**config.mk**
```make
export PLATFORM = sky130hd
export DESIGN_NAME = breakout_game_ctrl
export DESIGN_NICKNAME = d
export VERILOG_FILES = /design/src/rtl/breakout_pkg.sv /design/src/rtl/bcd_counter4.sv /design/src/rtl/breakout_game_ctrl.sv
export SDC_FILE = /design/constraint.sdc
export NUM_CORES = 1
export LEC_CHECK = 0
export ABC_AREA = 1
export CAP_MARGIN = 30
export CORE_UTILIZATION = 50
export CTS_CLUSTER_SIZE = 28
export DETAILED_ROUTE_END_ITERATION = 10
export GPL_TIMING_DRIVEN = 0
export PLACE_DENSITY = 0.81
export REMOVE_ABC_BUFFERS = 1
export SYNTH_ARGS = -nofsm -noshare
export SYNTH_HDL_FRONTEND = slang
export SYNTH_SLANG_ARGS = --single-unit
```
**constraint.sdc**
```tcl
create_clock -name clk -period 3.6 [get_ports clk]
set_input_delay 0.54 -clock clk [delete_from_list [all_inputs] [get_ports clk]]
set_output_delay 0.54 -clock clk [all_outputs]
set_load 0.05 [all_outputs]
```
**src/rtl/breakout_pkg.sv**
```systemverilog
// Shared types and constants for the breakout game controller.
// Holds the state encoding, the USB keycodes it reacts to, and the playfield limits.
package breakout_pkg;

  typedef enum logic [2:0] {
    ST_MENU  = 3'd0,
    ST_SERVE = 3'd1,
    ST_PLAY  = 3'd2,
    ST_LOST  = 3'd3,
    ST_OVER  = 3'd4,
    ST_WIN   = 3'd5
  } game_state_t;

  localparam logic [7:0] KEY_NONE  = 8'h00;
  localparam logic [7:0] KEY_SPACE = 8'h2C;
  localparam logic [7:0] KEY_A     = 8'h04;
  localparam logic [7:0] KEY_D     = 8'h07;

  localparam int NUM_BLOCKS  = 32;
  localparam int MAX_LIVES   = 3;
  localparam int LOST_FRAMES = 60;

  localparam logic [1:0] LIVES_INIT = 2'(MAX_LIVES);
  localparam logic [5:0] LOST_LAST  = 6'(LOST_FRAMES - 1);

  // Paddle keys and space must not start a game from the menu.
  function automatic logic is_start_key(input logic [7:0] kc);
    return !(kc == KEY_NONE || kc == KEY_A || kc == KEY_D || kc == KEY_SPACE);
  endfunction

endpackage

```
**src/rtl/bcd_counter4.sv**
```systemverilog
// Four-digit packed BCD up-counter with synchronous clear, saturating at 9999.
// Count updates on the edge after i_inc; clear wins over increment; no backpressure.
module bcd_counter4 (
  input  logic        clk,
  input  logic        Reset,
  input  logic        i_clear,
  input  logic        i_inc,
  output logic [15:0] o_bcd
);

  logic [15:0] r_count;
  logic [15:0] w_next;
  logic        w_carry;

  always_comb begin
    w_next  = r_count;
    w_carry = i_inc && (r_count != 16'h9999);
    for (int d = 0; d < 4; d++) begin
      if (w_carry) begin
        if (r_count[d*4 +: 4] == 4'd9) begin
          w_next[d*4 +: 4] = 4'd0;
        end else begin
          w_next[d*4 +: 4] = r_count[d*4 +: 4] + 4'd1;
          w_carry          = 1'b0;
        end
      end
    end
  end

  always_ff @(posedge clk) begin
    if (Reset || i_clear) begin
      r_count <= 16'h0000;
    end else begin
      r_count <= w_next;
    end
  end

  assign o_bcd = r_count;

endmodule

```
**src/rtl/breakout_game_ctrl.sv**
```systemverilog
// Breakout game sequencer: menu, serve, play, life loss, game over and win handling.
// All outputs are registered (one-edge latency from inputs); event pulses are never stalled.
module breakout_game_ctrl
  import breakout_pkg::*;
(
  input  logic                  clk,
  input  logic                  Reset,
  input  logic                  frame_tick,
  input  logic [7:0]            keycode,
  input  logic                  block_hit,
  input  logic [4:0]            block_idx,
  input  logic                  ball_lost,
  output logic [NUM_BLOCKS-1:0] block_array,
  output logic [1:0]            lives,
  output logic [15:0]           score_bcd,
  output logic                  start_menu,
  output logic                  ball_en,
  output logic                  ball_reset,
  output logic [2:0]            game_state
);

  game_state_t           r_state;
  logic [NUM_BLOCKS-1:0] r_blocks;
  logic [1:0]            r_lives;
  logic [5:0]            r_frame_cnt;
  logic                  r_key_armed;

  game_state_t           w_state_nxt;
  logic [NUM_BLOCKS-1:0] w_blocks_nxt;
  logic [NUM_BLOCKS-1:0] w_blocks_hit;
  logic [1:0]            w_lives_nxt;
  logic [5:0]            w_cnt_nxt;
  logic                  w_armed_nxt;
  logic                  w_hit_ok;
  logic                  w_score_inc;
  logic                  w_score_clr;

  assign w_hit_ok     = block_hit && r_blocks[block_idx];
  assign w_blocks_hit = r_blocks & ~(32'd1 << block_idx);

  always_comb begin
    w_state_nxt  = r_state;
    w_blocks_nxt = r_blocks;
    w_lives_nxt  = r_lives;
    w_cnt_nxt    = r_frame_cnt;
    w_armed_nxt  = r_key_armed;
    w_score_inc  = 1'b0;
    w_score_clr  = 1'b0;

    case (r_state)
      ST_MENU: begin
        if (is_start_key(keycode)) begin
          w_state_nxt  = ST_SERVE;
          w_blocks_nxt = '1;
          w_lives_nxt  = LIVES_INIT;
          w_score_clr  = 1'b1;
        end
      end

      ST_SERVE: begin
        if (keycode == KEY_SPACE) begin
          w_state_nxt = ST_PLAY;
        end
      end

      ST_PLAY: begin
        if (w_hit_ok) begin
          w_blocks_nxt = w_blocks_hit;
          w_score_inc  = 1'b1;
        end
        // Clearing the last block beats a simultaneous ball loss.
        if (w_hit_ok && (w_blocks_hit == '0)) begin
          w_state_nxt = ST_WIN;
          w_armed_nxt = 1'b0;
        end else if (ball_lost) begin
          if (r_lives <= 2'd1) begin
            w_lives_nxt = 2'd0;
            w_state_nxt = ST_OVER;
            w_armed_nxt = 1'b0;
          end else begin
            w_lives_nxt = r_lives - 2'd1;
            w_state_nxt = ST_LOST;
            w_cnt_nxt   = 6'd0;
          end
        end
      end

      ST_LOST: begin
        if (frame_tick) begin
          if (r_frame_cnt == LOST_LAST) begin
            w_state_nxt = ST_SERVE;
            w_cnt_nxt   = 6'd0;
          end else begin
            w_cnt_nxt = r_frame_cnt + 6'd1;
          end
        end
      end

      ST_OVER, ST_WIN: begin
        // Space only returns to the menu after a key release seen inside this state.
        if (keycode == KEY_SPACE && r_key_armed) begin
          w_state_nxt = ST_MENU;
        end else if (keycode == KEY_NONE) begin
          w_armed_nxt = 1'b1;
        end
      end

      default: begin
        w_state_nxt = ST_MENU;
      end
    endcase
  end

  always_ff @(posedge clk) begin
    if (Reset) begin
      r_state     <= ST_MENU;
      r_blocks    <= '1;
      r_lives     <= LIVES_INIT;
      r_frame_cnt <= 6'd0;
      r_key_armed <= 1'b0;
    end else begin
      r_state     <= w_state_nxt;
      r_blocks    <= w_blocks_nxt;
      r_lives     <= w_lives_nxt;
      r_frame_cnt <= w_cnt_nxt;
      r_key_armed <= w_armed_nxt;
    end
  end

  bcd_counter4 u_score (
    .clk     (clk),
    .Reset   (Reset),
    .i_clear (w_score_clr),
    .i_inc   (w_score_inc),
    .o_bcd   (score_bcd)
  );

  assign block_array = r_blocks;
  assign lives       = r_lives;
  assign start_menu  = (r_state == ST_MENU);
  assign ball_en     = (r_state == ST_PLAY);
  assign ball_reset  = (r_state == ST_SERVE);
  assign game_state  = r_state;

endmodule

```
=== Yosys cells after proc, flatten, opt, wreduce, memory -nomap -nowiden ===
Cells that the tools add are included.

* Register bits after elaboration: 60
* Latch bits: 0
* Bits in writable memories: 0
* Bits in read-only memories: 0
* Input port bits: 18
* Output and inout port bits: 56
* Logic and storage cells: 112
* Memories: 0

* $add $sub $neg: 6
* Multiply operators: 0
* Divide/modulo/power cells: 0
* Order comparisons: 2
* Equal/unequal tests: 27
* Shift operators: 1
* Muxes and demuxes: 45
* Bitwise gates (word level): 2
* Reductions and logical operators: 20

{| class="wikitable"
|+ Operators by type and width
! cell !! number
|-
| 32-bit 2-to-1 mux || 2
|-
| 32-bit one-hot mux with 2 select lines || 1
|-
| 32-bit bitwise AND || 1
|-
| 32-bit logical NOT || 1
|-
| 32-bit NOT || 1
|-
| 1-bit by 5-bit << shifter with 32-bit output, first input constant || 1
|-
| 6-bit 2-to-1 mux || 5
|-
| 3-bit 2-to-1 mux || 8
|-
| 2-bit inequality test, second input constant || 9
|-
| 4-bit by 1-bit adder with 4-bit output, second input constant || 4
|-
| 4-bit equality test, second input constant || 4
|-
| 8-bit by 3-bit equality test with 1-bit output, second input constant || 2
|-
| 1-bit 2-to-1 mux || 16
|-
| 4-bit 2-to-1 mux || 4
|-
| 16-bit inequality test, second input constant || 1
|-
| 3-bit one-hot mux with 5 select lines || 1
|-
| 6-bit one-hot mux with 2 select lines || 1
|-
| 5-bit AND reduction || 2
|-
| 8-bit by 6-bit equality test with 1-bit output, second input constant || 1
|-
| 8-bit logical NOT || 1
|-
| 2-bit 2-to-1 mux || 4
|-
| 6-bit by 1-bit adder with 6-bit output, second input constant || 1
|-
| 3-bit by 2-bit equality test with 1-bit output, second input constant || 2
|-
| 3-bit equality test, second input constant || 2
|-
| other kinds (19) || 28
|}

=== Depth between registers and ports, before layout ===
Gate-level depths: netlist (run 1).

* Word-level depth: 9
* Depth in mapped cells: 19
* Mapped depth without buffers: 17

=== Modules after synthesis ===
Synthesis (run 1) repeated with hierarchy kept, for this count alone.

* Cell total of the unflattened synthesis: 644
* Area total of the unflattened synthesis: 3900.0 µm²

{| class="wikitable"
|+ Modules (own cells, without submodules)
! module !! times used !! cells an instance !! area an instance (µm²) !! seq. area each (µm²)
|-
| breakout_game_ctrl || 1 || 515 || 3026.7 || 880.8
|-
| bcd_counter4 || 1 || 129 || 873.3 || 320.3
|}

=== Worst setup path before layout (run 1) ===
OpenSTA, ideal clock, no wires.

* Kind: register -> register
* Start: register r_state[0] (netlist: game_state[0])
* End: register r_state[2] (netlist: game_state[2])
* Setup time: 123 ps
* Arrival time: 2488 ps
* Required time: 3477 ps
* Path slack: 989 ps
* Cell stages (with the launch flop): 10
* Buffers on the path: 0
* Period minus slack after synthesis: 2611 ps
* Cell sequence: dfxtp_1 > inv_1 > nor3_1 > nand2_1 > o21ai_0 > nor2_1 > nand2_2 > nor2_4 > nand2_1 > a21oi_1

* Elaborated cells on any way between the ends: 15
* Those cells by class: 11 x eq/ne; 1 x mux; 3 x reduce/logical

{| class="wikitable"
|+ RTL lines
! what !! RTL line !! RTL
|-
| start, declared || breakout_game_ctrl.sv:22 || <nowiki>game_state_t r_state;</nowiki>
|-
| start signal, assigned || breakout_game_ctrl.sv:122 || <nowiki>r_state <= w_state_nxt;</nowiki>
|-
| 3-bit by 1-bit equality test with 1-bit output * || n/a ||
|-
| named net ball_reset || breakout_game_ctrl.sv:18 || <nowiki>output logic ball_reset,</nowiki>
|-
| 2-bit by 1-bit inequality test with 1-bit output (no line) || n/a ||
|-
| 6-bit AND reduction (no line) || n/a ||
|}

Mark *: on every way through the listed nets, which the timed path passes. The rest lies on a longest branch.
A chain may end at the register's enable or synchronous reset.

=== Final worst setup path (run 1) ===
* Start: input port block_idx[0]
* End: register r_blocks[6] (netlist: block_array[6])

* Word-level cells in the longest chain between the ends: 5
* Elaborated cells on any way between the ends: 10
* Those cells by class: 1 x eq/ne; 1 x shift; 4 x mux; 2 x bitwise; 2 x reduce/logical

{| class="wikitable"
|+ RTL lines
! what !! RTL line !! RTL
|-
| start, declared || breakout_game_ctrl.sv:11 || <nowiki>input logic [4:0] block_idx,</nowiki>
|-
| 1-bit binary-select mux with 5-bit select / 1-bit by 5-bit << shifter with 32-bit output (equally long branches) || breakout_game_ctrl.sv:38, breakout_game_ctrl.sv:39 ||
|-
| 1-bit 2-to-1 mux (implied by the code) / 32-bit NOT (equally long branches) || breakout_game_ctrl.sv:38, breakout_game_ctrl.sv:39 ||
|-
| 1-bit logical AND / 32-bit bitwise AND (equally long branches) || breakout_game_ctrl.sv:38, breakout_game_ctrl.sv:39 ||
|-
| 2-bit by 1-bit inequality test with 1-bit output (no line) / 32-bit 2-to-1 mux (equally long branches) || n/a ||
|-
| 3-bit AND reduction (no line) / 32-bit one-hot mux with 2 select lines (equally long branches) || n/a ||
|-
| end signal, assigned || breakout_game_ctrl.sv:123 || <nowiki>r_blocks <= w_blocks_nxt;</nowiki>
|-
| end, declared || breakout_game_ctrl.sv:23 || <nowiki>logic [NUM_BLOCKS-1:0] r_blocks;</nowiki>
|}

Parallel ways exist; a longest one is shown, timed or not. The select of a mux whose other input is x is not followed.

==> impl_metrics.env, run 1 <==
export IMPL_status="complete, no violations"
export IMPL_slowest_delay_ns=1.13
export IMPL_ctsHoldBuffers=0
export IMPL_timing_rr_end="u_score.o_bcd[3]"
export IMPL_core_um2=6944
export IMPL_yosys_area_top_type="dfxtp_1"
export IMPL_setup_worst_path_start_class="input pin"
export IMPL_route_detailed_drc=0
export IMPL_grt_pass1_wl_mm=15.88
export IMPL_clk_latency_ns=0.33
export IMPL_finalClockSkew_ns=0.009806
export IMPL_grt_max_degree=32
export IMPL_n_antenna_cell=0
export IMPL_syn_area_per_cell_um2=6.595
export IMPL_cts_root_buf="clkbuf_8"
export IMPL_peakVddDrop_uv=264.0
export IMPL_power_density_nw_per_um2=465.4
export IMPL_vias_per_cell=5.443
export IMPL_cp_cell_sequence="clkdlybuf4s50_1 > inv_6 > nand2_1 > nand2_1 > nand2_1 > nand3_1 > nand3_2 > nand3_2 > nand3_4 > nor2_1 > inv_1 > o21ai_0 > nand3_1"
export IMPL_synthCells=558
export IMPL_ys_warn_count=0
export IMPL_drt_iter0_markers=279
export IMPL_whs_path_depth=2
export IMPL_die_area_um2=7706
export IMPL_synth_main_ff_cell="dfxtp_1"
export IMPL_synth_top_area_share_pct=32.64
export IMPL_finalCriticalPeriod_ns=3.373
export IMPL_port_buffers=73
export IMPL_start_util_pct=52.99
export IMPL_hold_path_class="flip-flop to flip-flop"
export IMPL_path_clk_slew_ns=0.06
export IMPL_critPathArrivalTime_ns=3.64
export IMPL_cts_sinks=60
export IMPL_dr_total_vias=3908
export IMPL_cp_max_fo=31
export IMPL_ys_types=38
export IMPL_nets=638
export IMPL_cp_startpoint="block_idx[0]"
export IMPL_slew_headroom_pct=32.77
export IMPL_leakage_uw=0.001903
export IMPL_synth_common_cells="152 x nand2_1, 72 x nand3_1, 60 x dfxtp_1, 52 x nor2_1, 41 x inv_1"
export IMPL_antenna_found_initial=0
export IMPL_placed_cells=704
export IMPL_cts_buffers=9
export IMPL_finalHoldViolations=0
export IMPL_post_route_period_util_pct=93.70
export IMPL_area_growth_pct=25.09
export IMPL_final_core_util_pct=66.29
export IMPL_slowest_stage="clkdlybuf4s50_1"
export IMPL_synth_area_um2=3680
export IMPL_path_buf_inv=3
export IMPL_stdcell_area_um2=4603
export IMPL_drv_cap=0
export IMPL_grt_overflow_total=0
export IMPL_synth_most_common_cell="nand2_1"
export IMPL_wl_per_cell_um=13.34
export IMPL_dieHeight_um=87.79
export IMPL_rows=30
export IMPL_io_pins=74
export IMPL_grt_setup_unrepaired="false"
export IMPL_die_w_um=87.79
export IMPL_synth_seq_area_share_pct=32.64
export IMPL_cp_endpoint="block_array[6]"
export IMPL_fmax_ghz=0.2965
export IMPL_wl_mm=9.576
export IMPL_rrSetupSlack_ns=1.09
export IMPL_r2r_start="game_state[2]"
export IMPL_synth_edf_count=0
export IMPL_synthArstFlopShare_pct=0
export IMPL_crit_family="buffers and inverters"
export IMPL_place_gp_congestion=0.8860
export IMPL_setup_viol=0
export IMPL_r2r_cells=8
export IMPL_critical_path_most_common_cell="nand2_1"
export IMPL_cts_tree="built"
export IMPL_worst_pin_slew_ns=1.005
export IMPL_track_usage_pct=25.94
export IMPL_drtAntennaViolNets=0
export IMPL_setup_worst_path_end_class="flip-flop"
export IMPL_final_cells=718
export IMPL_worst_path_stages=13
export IMPL_cts_max_level=3
export IMPL_place_area_um2=4410
export IMPL_grt_pass1_vias=3515
export IMPL_synth_area_top_cells="dfxtp_1 33%, nand2_1 16%, nand3_1 9.8%"
export IMPL_cts_buffer_depth=2
export IMPL_dr_pass1_iters=5
export IMPL_synth_seq_cells=60
export IMPL_required_ns=3.87
export IMPL_drive_gt1_share_pct=9.164
export IMPL_crit_type="input pin to flip-flop"
export IMPL_timing_hold_ws_ns=0.4784
export IMPL_final_max_slew_viol_count=0
export IMPL_hpwl_mm=6.993
logic make-up (layout without fill, tap and decap cells):
kind of cell	after synthesis	in the layout	share of synthesized area (%)
and+or+nand+nor	339	339	44.13
xor gates and xnor gates	6	6	1.428
DFF	60	60	32.64
AOI/OAI and AO/OA	79	79	11.76
adders and majority gates	1	1	0.3400
buffers and inverters	73	137	9.691
layout make-up:
cell class	instances	area, um2
clock buffer	12	155.1
clock inverter	2	35.03
fill	626	2341
inverter	48	188.9
multi-input combinational	425	2127
sequential	60	1201
tap	96	120.1
timing repair buffer	75	775.7
metal layers:
metal	vias up	track usage (%)	share of wire (%)	routed length, um
met5	-	0	0	0
met4	0	11.18	1.9	180
met3	16	4.901	7.9	755
met2	161	41.37	45	4332
met1	1762	34.24	45	4308
li1	1969	-	-	-
worst min-delay path by stage:
| stage | start | end | slack (ns) |
|---|---|---|---|
| 2_1_floorplan | r_frame_cnt[1] | r_frame_cnt[1] | 0.45 |
| 3_3_place_gp | u_score.o_bcd[10] | u_score.o_bcd[10] | 0.46 |
| 3_5_place_dp | u_score.o_bcd[10] | u_score.o_bcd[10] | 0.48 |
| 4_1_cts | u_score.o_bcd[10] | u_score.o_bcd[10] | 0.48 |
| 5_1_grt | u_score.o_bcd[2] | u_score.o_bcd[2] | 0.50 |
| 6_report | u_score.o_bcd[10] | u_score.o_bcd[10] | 0.48 |
tightest hold or removal path: stages (launching register included):
cell,delay (ns)
dfxtp_1,0.32
nand2_1,0.07
a21oi_1,0.05
timing repair:
| action | 4_1_cts | 5_1_grt |
|---|---|---|
| buffers inserted | 0 | 0 |
| setup endpoints to repair | 0 | 30 |
| resized for setup | 0 | 1 |
metrics by stage:
stage / TNS, ns / total power, uW / setup WS (ns)
detailed placement: -2.265 / 1558 / -0.1048
global placement: -26.40 / 1499 / -1.163
global route: 0 / 2270 / 0.06133
CTS: 0 / 2148 / 0.2420
finish: 0 / 2143 / 0.2268
floorplan: 0 / 1293 / 0.5893
sequential cells by signal, summed over array words and instances (netlist names):
register,flops
block_array,32
u_score.o_bcd,16
r_frame_cnt,6
game_state,3
lives,2
r_key_armed,1
report_power, final:
group	switching, uW	leakage, uW	total [uW]	internal (uW)
Clock	246	0.0000983	595	349
Sequential	40.4	0.000486	740	700
Combinational	557	0.00132	808	251
cells in the final DEF (no fill, tap or decap), drive strengths merged, types with 2 or more instances in the layout:
master,synthesis,routed
clkbuf,7,12
nor3,6,6
buf,18,2
nand2,163,163
nand3b,2,2
xor2,5,5
o21ai,48,48
nand3,77,77
nor4,2,2
nand4,23,23
a21oi,27,27
nor2,66,66
clkinv,2,3
clkdlybuf4s50,0,72
inv,46,46
dfxtp,60,60
Power figures use the tool's default switching activity.
==> run 2: changes to the inputs <==
--- a/config.mk
+++ b/config.mk
@@ -7,12 +7,14 @@
 export LEC_CHECK = 0
 export ABC_AREA = 1
 export CAP_MARGIN = 30
+export CORE_MARGIN = 2
 export CORE_UTILIZATION = 50
 export CTS_CLUSTER_SIZE = 28
 export DETAILED_ROUTE_END_ITERATION = 10
 export GPL_TIMING_DRIVEN = 0
 export PLACE_DENSITY = 0.81
 export REMOVE_ABC_BUFFERS = 1
+export SLEW_MARGIN = 20
 export SYNTH_ARGS = -nofsm -noshare
 export SYNTH_HDL_FRONTEND = slang
 export SYNTH_SLANG_ARGS = --single-unit
==> run 2 against run 1 <==
  * Maximum frequency rose by 3.2%
  * Via count rose by 0.38%
  * Clock skew barely moved
  * Utilization fell by 2.5 points
  * Die area rose by 4.6%
  * Register-to-register slack got worse by 0.04 ns
  * Clock power fell by 10%
  * Worst hold slack improved by 0.0067 ns
  * Count of clock-buffer cells in the layout rose by 1
  * Critical endpoint is now block_array[9]
  * Combinational power rose by 0.6%
  * Global-route usage fell by 1.4 points
==> impl_metrics.env, run 2 (synthesis gave the netlist of run 1 again) <==
export IMPL_cts_sinks=60
export IMPL_mostFrequentLayoutCells="152 x nand2_1, 72 x nand3_1, 72 x clkdlybuf4s50_1"
export IMPL_final_core_util_pct=63.78
export IMPL_wl_mm=9.933
export IMPL_power_density_nw_per_um2=456.0
export IMPL_setup_worst_path_start_class="input pin"
export IMPL_finalCriticalPeriod_ns=3.268
export IMPL_setup_viol=0
export IMPL_grt_setup_unrepaired="false"
export IMPL_track_usage_pct=24.52
export IMPL_rows=31
export IMPL_grt_use_met1_pct=31.23
export IMPL_dr_total_vias=3923
export IMPL_grt_pass1_wl_mm=16.58
export IMPL_cts_root_buf="clkbuf_8"
export IMPL_crit_family="buffers and inverters"
export IMPL_final_max_slew_viol_count=0
export IMPL_grt_overflow_total=0
export IMPL_place_gp_congestion=0.8991
export IMPL_cts_buffers=9
export IMPL_cp_max_fo=31
export IMPL_ctsHoldBuffers=0
export IMPL_io_pins=74
export IMPL_setup_worst_path_end_class="flip-flop"
export IMPL_multi_input_area_um2=2127
export IMPL_final_cells=723
export IMPL_slew_headroom_pct=44.72
export IMPL_final_common_cell="nand2_1"
export IMPL_critical_path_most_common_cell="nand3_1"
export IMPL_path_clk_slew_ns=0.06
export IMPL_slowest_delay_ns=1.01
export IMPL_grt_max_degree=40
export IMPL_met3_usage_pct=3.856
export IMPL_setup_tns_ns=0
export IMPL_drt_iter0_markers=248
export IMPL_status="complete, no violations"
export IMPL_required_ns=3.87
export IMPL_fillCellCount=692
export IMPL_port_buffers=73
export IMPL_met2_usage_pct=41.29
export IMPL_n_antenna_cell=0
export IMPL_seq_area_um2=1201
export IMPL_finalHoldViolations=0
export IMPL_area_growth_pct=24.38
export IMPL_cts_tree="built"
export IMPL_die_area_um2=8061
export IMPL_post_route_period_util_pct=90.77
export IMPL_dieHeight_um=89.79
export IMPL_critPathArrivalTime_ns=3.54
export IMPL_peakVddDrop_uv=212.7
export IMPL_route_detailed_drc=0
export IMPL_fmax_ghz=0.3060
export IMPL_drive_gt1_share_pct=9.455
export IMPL_cp_cell_sequence="clkdlybuf4s50_1 > inv_4 > a21oi_1 > nand3_1 > nand3_1 > nand3_2 > nand3_4 > nor2_1 > inv_1 > o21ai_0 > nand3_1"
export IMPL_placed_cells=707
export IMPL_clk_latency_ns=0.35
export IMPL_grt_pass1_vias=3603
export IMPL_busiest_layer="met2"
export IMPL_antenna_found_initial=0
export IMPL_wl_per_cell_um=13.74
export IMPL_drtAntennaViolNets=0
export IMPL_vias_per_cell=5.426
export IMPL_finalClockSkew_ns=0.01008
export IMPL_core_um2=7176
export IMPL_drv_cap=0
export IMPL_path_buf_inv=3
export IMPL_dr_pass1_iters=5
export IMPL_cts_buffer_depth=2
export IMPL_hpwl_mm=7.211
export IMPL_die_w_um=89.79
export IMPL_slowest_stage="clkdlybuf4s50_1"
export IMPL_leakage_uw=0.001891
export IMPL_cts_max_level=3
export IMPL_crit_type="input pin to flip-flop"
export IMPL_start_util_pct=51.28
export IMPL_worst_pin_slew_ns=0.8267
export IMPL_nets=639
export IMPL_hold_path_class="flip-flop to flip-flop"
export IMPL_timing_hold_ws_ns=0.4851
export IMPL_largest_reg_flops=32
## run 2: area by class of cell
cell class                 instances  area share, %
inverter                          48          4.128
clock buffer                      13          3.472
clock inverter                     2         0.2187
multi-input combinational        425          46.47
timing repair buffer              76          16.76
sequential                        60          26.24
tap                               99          2.706
## run 2: layer usage
layer	vias up	part of all wire [%]
met5	-	0
met4	0	2.2
met3	18	6.0
met2	127	48
met1	1803	44
li1	1975	-
## run 2: repair_timing
item	CTS	global route
setup endpoints to repair	0	31
setup buffers	0	0
resized for setup	0	1
## run 2: worst register-to-register path, stage by stage, from the launching register on
cell and delay [ns]:
dfxtp_1 0.35, nor2_1 0.14, inv_1 0.11, nor3_2 0.67
buf_6 0.24, inv_1 0.07, nand2_1 0.27, clkinv_1 0.36
o21ai_0 0.18, a21oi_1 0.06
## run 2: path summary, 6_finish.rpt
| check | from | slack (ns) | end | cells past startpoint |
|---|---|---|---|---|
| worst min register to register | r_key_armed | 0.49 | r_key_armed | 2 |
| worst max-delay path | block_idx[2] | 0.33 | block_array[9] | 11 |
| worst max register to register | game_state[2] | 1.05 | u_score.o_bcd[4] | 9 |
| worst min-delay path | r_key_armed | 0.49 | r_key_armed | 2 |
## run 2: power breakdown
part / switching [uW] / leakage [uW] / internal, uW
clock: 253 / 0.0000893 / 282
sequential: 40.3 / 0.000486 / 700
combinational: 561 / 0.00132 / 252
total: 854 / 0.00189 / 1230
## run 2: per-stage QoR
stage	cell area [um2]	total power, uW	setup slack (ns)
4_1_cts	4559	2081	0.1302
2_1_floorplan	3512	1293	0.5893
5_1_grt	4577	2201	0.1092
6_report	4577	2087	0.3323
3_5_place_dp	4390	1556	-0.2201
3_3_place_gp	4367	1501	-1.238
